### src/rtl/lsu_pkg.sv
// Shared definitions for the load/store unit: access-size encodings, FSM states,
// default memory depth and the alignment helpers used by the request decoder.
package lsu_pkg;

   localparam int MEM_WORDS_DEFAULT = 1000;

   typedef enum logic [1:0] {
      SIZE_BYTE = 2'b00,
      SIZE_HALF = 2'b01,
      SIZE_WORD = 2'b10,
      SIZE_RSVD = 2'b11
   } size_e;

   typedef enum logic [2:0] {
      ST_IDLE,
      ST_RD,
      ST_RD_WAIT,
      ST_WR,
      ST_RESP
   } state_e;

   // The reserved encoding behaves as a full word everywhere.
   function automatic logic is_word(input logic [1:0] size);
      return size[1];
   endfunction

   function automatic logic is_misaligned(input logic [1:0] size, input logic [1:0] addr_lo);
      logic mis;
      mis = 1'b0;
      if (size == SIZE_HALF)
         mis = addr_lo[0];
      else if (is_word(size))
         mis = (addr_lo != 2'b00);
      return mis;
   endfunction

endpackage

### src/rtl/lsu_lane_align.sv
// Combinational byte-lane logic: extracts and extends a loaded sub-word, and
// merges store data into the old memory word for read-modify-write.
module lsu_lane_align
   import lsu_pkg::*;
(
   input  logic [31:0] rd_word_i,
   input  logic [1:0]  addr_lo_i,
   input  logic [1:0]  size_i,
   input  logic        sign_ext_i,
   input  logic [31:0] wdata_i,
   output logic [31:0] load_val_o,
   output logic [31:0] merged_o
);

   logic [7:0]  byte_lane;
   logic [15:0] half_lane;

   always_comb begin
      byte_lane  = rd_word_i[{addr_lo_i, 3'b000} +: 8];
      half_lane  = addr_lo_i[1] ? rd_word_i[31:16] : rd_word_i[15:0];
      load_val_o = rd_word_i;
      case (size_i)
         SIZE_BYTE: load_val_o = {{24{sign_ext_i & byte_lane[7]}}, byte_lane};
         SIZE_HALF: load_val_o = {{16{sign_ext_i & half_lane[15]}}, half_lane};
         default:   load_val_o = rd_word_i;
      endcase
   end

   // Each lane takes store data when addressed, otherwise keeps the old byte.
   for (genvar gi = 0; gi < 4; gi++) begin : g_lane
      logic       lane_hit;
      logic [7:0] wr_byte;

      assign lane_hit = (size_i == SIZE_BYTE) ? (addr_lo_i == 2'(gi)) :
                        (size_i == SIZE_HALF) ? (addr_lo_i[1] == 1'(gi / 2)) : 1'b1;
      assign wr_byte  = (size_i == SIZE_BYTE) ? wdata_i[7:0] :
                        (size_i == SIZE_HALF) ? wdata_i[8*(gi%2) +: 8] : wdata_i[8*gi +: 8];
      assign merged_o[8*gi +: 8] = lane_hit ? wr_byte : rd_word_i[8*gi +: 8];
   end

endmodule

### src/rtl/load_store_unit.sv
// Load/store unit bridging a pipeline request port to a word-addressed data memory.
// Define LSU_BOUNDS_CHECK_EN to reject word indices at or beyond MEM_WORDS.
module load_store_unit
   import lsu_pkg::*;
#(
   parameter int MEM_WORDS = MEM_WORDS_DEFAULT
) (
   input  logic        Clk,
   input  logic        Reset_n,
   input  logic        Req_valid,
   output logic        Req_ready,
   input  logic        Req_write,
   input  logic [1:0]  Req_size,
   input  logic        Req_signed,
   input  logic [31:0] Req_addr,
   input  logic [31:0] Req_wdata,
   output logic        Resp_valid,
   output logic [31:0] Resp_rdata,
   output logic        Access_err,
   output logic [31:0] Mem_address,
   output logic [31:0] Mem_write_data,
   output logic        Mem_read,
   output logic        Mem_write,
   input  logic [31:0] Mem_read_data
);

   if (MEM_WORDS <= 0) begin : g_depth_check
      $error("MEM_WORDS must be positive");
   end

   state_e      state_q, state_d;
   logic [31:0] mem_addr_q, mem_wdata_q, rdata_q, wdata_q;
   logic [1:0]  size_q, addr_lo_q;
   logic        write_q, signed_q, err_q;
   logic        accept, req_err, oob;
   logic [31:0] load_val, merged;

   assign accept = Req_valid & (state_q == ST_IDLE);

`ifdef LSU_BOUNDS_CHECK_EN
   assign oob = ({2'b00, Req_addr[31:2]} >= 32'($unsigned(MEM_WORDS)));
`else
   assign oob = 1'b0;
`endif

   assign req_err = is_misaligned(Req_size, Req_addr[1:0]) | oob;

   always_ff @(posedge Clk or negedge Reset_n) begin
      if (!Reset_n) state_q <= ST_IDLE;
      else          state_q <= state_d;
   end

   always_comb begin
      state_d = state_q;
      case (state_q)
         ST_IDLE: begin
            if (Req_valid) begin
               if (req_err)                                state_d = ST_RESP;
               else if (Req_write && is_word(Req_size))    state_d = ST_WR;
               else                                        state_d = ST_RD;
            end
         end
         ST_RD:      state_d = ST_RD_WAIT;
         ST_RD_WAIT: state_d = write_q ? ST_WR : ST_RESP;
         ST_WR:      state_d = ST_RESP;
         ST_RESP:    state_d = ST_IDLE;
         default:    state_d = ST_IDLE;
      endcase
   end

   lsu_lane_align u_lane_align (
      .rd_word_i  (Mem_read_data),
      .addr_lo_i  (addr_lo_q),
      .size_i     (size_q),
      .sign_ext_i (signed_q),
      .wdata_i    (wdata_q),
      .load_val_o (load_val),
      .merged_o   (merged)
   );

   always_ff @(posedge Clk or negedge Reset_n) begin
      if (!Reset_n) begin
         mem_addr_q  <= '0;
         mem_wdata_q <= '0;
         rdata_q     <= '0;
         wdata_q     <= '0;
         size_q      <= '0;
         addr_lo_q   <= '0;
         write_q     <= 1'b0;
         signed_q    <= 1'b0;
         err_q       <= 1'b0;
      end else begin
         if (accept) begin
            mem_addr_q <= {2'b00, Req_addr[31:2]};
            write_q    <= Req_write;
            size_q     <= Req_size;
            signed_q   <= Req_signed;
            addr_lo_q  <= Req_addr[1:0];
            wdata_q    <= Req_wdata;
            err_q      <= req_err;
            if (Req_write && is_word(Req_size) && !req_err)
               mem_wdata_q <= Req_wdata;
         end
         // Memory data is valid during RD_WAIT: either the load result or the RMW base.
         if (state_q == ST_RD_WAIT) begin
            if (write_q) mem_wdata_q <= merged;
            else         rdata_q     <= load_val;
         end else if (state_d == ST_RESP) begin
            rdata_q <= '0;
         end
      end
   end

   always_comb begin
      Req_ready      = (state_q == ST_IDLE);
      Mem_read       = (state_q == ST_RD);
      Mem_write      = (state_q == ST_WR);
      Resp_valid     = (state_q == ST_RESP);
      Access_err     = (state_q == ST_RESP) & err_q;
      Mem_address    = mem_addr_q;
      Mem_write_data = mem_wdata_q;
      Resp_rdata     = rdata_q;
   end

endmodule

### config.mk
export PLATFORM = sky130hd
export DESIGN_NAME = load_store_unit
export DESIGN_NICKNAME = d
export VERILOG_FILES = /design/src/rtl/lsu_pkg.sv /design/src/rtl/lsu_lane_align.sv /design/src/rtl/load_store_unit.sv
export SDC_FILE = /design/constraint.sdc
export NUM_CORES = 1
export LEC_CHECK = 0
export BUFFER_PORTS_ARGS = -buffer_cell sky130_fd_sc_hd__clkbuf_2
export CAP_MARGIN = 5
export CORE_ASPECT_RATIO = 1.75
export CORE_MARGIN = 3
export CORE_UTILIZATION = 52
export DETAILED_ROUTE_END_ITERATION = 12
export PLACE_DENSITY = 0.79
export RECOVER_POWER = 50
export SLEW_MARGIN = 20
export SYNTH_ARGS = -nofsm -noshare
export SYNTH_HDL_FRONTEND = slang
export SYNTH_HIERARCHICAL = 1
export SYNTH_SLANG_ARGS = --single-unit
### constraint.sdc
create_clock -name Clk -period 2.2 [get_ports Clk]
set_input_delay 0.44 -clock Clk [delete_from_list [all_inputs] [get_ports Clk]]
set_output_delay 0.44 -clock Clk [all_outputs]
set_load 0.005 [all_outputs]
==> results.toml <==
[worst_hold_path]
hp-class = "input port to register"
hold_end = "Mem_address[29]"
hold_start = "Req_addr[31]"
whs_path_depth = 2

[timing]
finalHoldViolCount = 0
drv_slew = 0
fin_setup_tns_ns = 0
rsz0062_at_grt = "no"
period_needed_ns = 1.96
slew_headroom_pct = 7.84
finalSetupViolCount = 0
worst_pin_slew_ns = 1.38
period_share_pct = 89.2
clock_skew_ns = 0.00953
max_freq_ghz = 0.509

[placed_design]
numPortBuffers = 201
placed_area_um2 = 8130
dpl.hpwl_mm = 15.6
gp_congestion = 0.947

[synthesis]
async_flop_share_pct = 100
yosysSeqAreaShare_pct = 49.2
synth_top_family_by_area = "multiplexers"
synth_commonest_cells = "dfrtp_1 (136), mux2_2 (116), mux2i_1 (49), nand2_1 (49), o21ai_0 (38)"
syn_inst = 578
synth_top_area_share_pct = 49.2
synth_compound_area_share_pct = 13.0
synth.ff_latch_count = 136
synth-simple-area-share_pct = 7.04
ys_warn_count = 6
synth_xor_area_share_pct = 0
synthFlopType = "dfrtp_1"
synth_edf_count = 0
syn_area_um2 = 6910
synthAdderAreaFrac_pct = 0
yosys.cell_count.top_type = "dfrtp_1"
synth_mux_area_share_pct = 26.5
synth_top_cell_by_area = "dfrtp_1"
ys_top_cells_by_area = "dfrtp_1 (49%), mux2_2 (19%), mux2i_1 (7.1%)"
synth_cell_types = 45
avgSynthCellArea_um2 = 12.0

[layout]
fin_area_um2 = 8710
post-route-util_pct = 67.3
areaGrowthSynthToFinish_pct = 26.0
nets = 876
drive_gt1_share_pct = 45.8
diodes = 0

[clocking]
clock_latency_ns = 0.41
cts_tree = "built"
path_clk_slew_ns = 0.06
postCtsSetupRepairBufs = 0
clock-sinks = 136
numCtsBuffers = 17
ctsLongestPathBuffers = 2
htreeDepth = 4
clock-root-buffer = "clkbuf_16"

[power_and_ir_drop]
power_density_nw_per_um2 = 1560
p_leak_nw = 4.23
total_power_w = 0.0136
ir_drop_uv = 803

[worst_setup_path]
rrSetupSlack_ns = 0.24
required_ns = 2.48
r2r_end = "Mem_write_data[22]"
crit_type = "register to register"
r2r_start = "addr_lo_q[1]"
end_kind = "register"
worstPathArrival_ns = 2.24
reg2reg_depth = 5
crit_fanout = 12
startpoint_type = "register"

[grt]
grt_pass1_wl_mm = 31.2
grt_pass1_vias = 5924
grtUsageTotal_pct = 27.8
grt.overflow.total = 0
grt_max_degree = 54
antenna_found_initial = 0

[drt]
drtIter0Drc = 304
wl_per_cell_um = 20.9
ant_nets = 0
firstDrtPassIters = 5
vias = 5556
vias_per_cell = 5.81
totalWireLength_mm = 20.0
post-route-drc-count = 0

[floorplanning]
die-area_um2 = 14800
fp.dieW_um = 93.1
num_rows = 55
coreArea_um2 = 12900
io_pins = 204
die_height_um = 159
initial_core_util_pct = 53.4

[run]
maxCapViolCount = 0

[run_status]
status = "finished clean"
[placed cells by master (no fill, tap or decap), types with 2 or more instances in the layout]
master,n
clkbuf_2,175
dfrtp_1,136
mux2_2,116
mux2i_1,49
nand2_1,49
o21ai_0,38
a22o_1,32
clkbuf_1,26
nor2b_1,19
o22ai_1,18
clkbuf_16,17
buf_4,14
nor2_1,12
a22oi_1,7
o221ai_1,7
a221o_1,7
buf_12,6
nand2b_1,4
o21ai_1,4
clkinv_4,4
inv_1,3
bufinv_16,3
clkinv_2,3
nor3_1,2
conb_1,2
inv_6,2
clkinvlp_4,2
o21bai_2,2
[report_power, final]
group	total [W]	switching, W	internal, W
clock	0.00292	0.00110	0.00182
combinational	0.00600	0.00280	0.00320
sequential	0.00470	0.000996	0.00370
total	0.0136	0.00490	0.00872
[layout make-up]
type	count	area (um^2)
clock buffers	18	439
multi-input cells	392	3260
fillers	1070	4230
flip-flops and latches	136	3400
inverters	4	15.0
clock inverters	14	173
well taps	171	214
repair buffers	222	1210
[repair_timing]
item | CTS | global route
endpoints found under the hold margin | 45 | 0
hold buffers | 1 | 0
gates resized for setup | 0 | 0
[flip-flops by register name (all words and copies together) (netlist names)]
signal / count
Resp_rdata: 32
Mem_address: 30
size_q: 2
state_q: 3
Mem_write_data: 32
write_q: 1
wdata_q: 32
signed_q: 1
addr_lo_q: 2
err_q: 1
[stage by stage]
step                std cells  hold WS, ns  worst slack [ns]
finish                    957        0.255             0.237
global route              957        0.243             0.130
CTS                       957        0.241             0.236
detailed placement        924        0.437             0.251
global placement          924        0.427             0.303
floorplan                 579        0.144             0.528
[per-layer routing]
layer / wire (um) / GRT usage, % / up-vias
met5: 0 / 0 / -
met4: 1230 / 17.7 / 0
met3: 1360 / 6.71 / 64
met2: 10400 / 48.5 / 260
met1: 6950 / 29.9 / 2726
li1: - / - / 2506
[critical path, stage by stage (launching register included)]
cell and delay [ns]:
dfrtp_1 0.59, inv_2 0.20, o21bai_2 0.49, mux2_2 0.40, nand2_1 0.06, o21ai_0 0.09
[cell families after synthesis]
kind of cell / after synthesis
and+or+nand+nor: 99
muxes: 167
DFF: 136
buffers and inverters: 51
AOI/OAI and AO/OA: 124
other: 1
[how the worst max path moves through the flow]
stage                       startpoint                 end  slack (ns)  cells after the start
after floorplan           addr_lo_q[0]   Mem_write_data[4]        0.53                      7
after global placement    addr_lo_q[1]  Mem_write_data[17]        0.30                      5
after detailed placement  addr_lo_q[1]  Mem_write_data[22]        0.25                      5
after CTS                   state_q[0]  Mem_write_data[31]        0.24                      6
after global routing        state_q[0]  Mem_write_data[31]        0.13                      6
final                     addr_lo_q[1]  Mem_write_data[22]        0.24                      5
No activity file was read; power rests on OpenSTA's default activity.
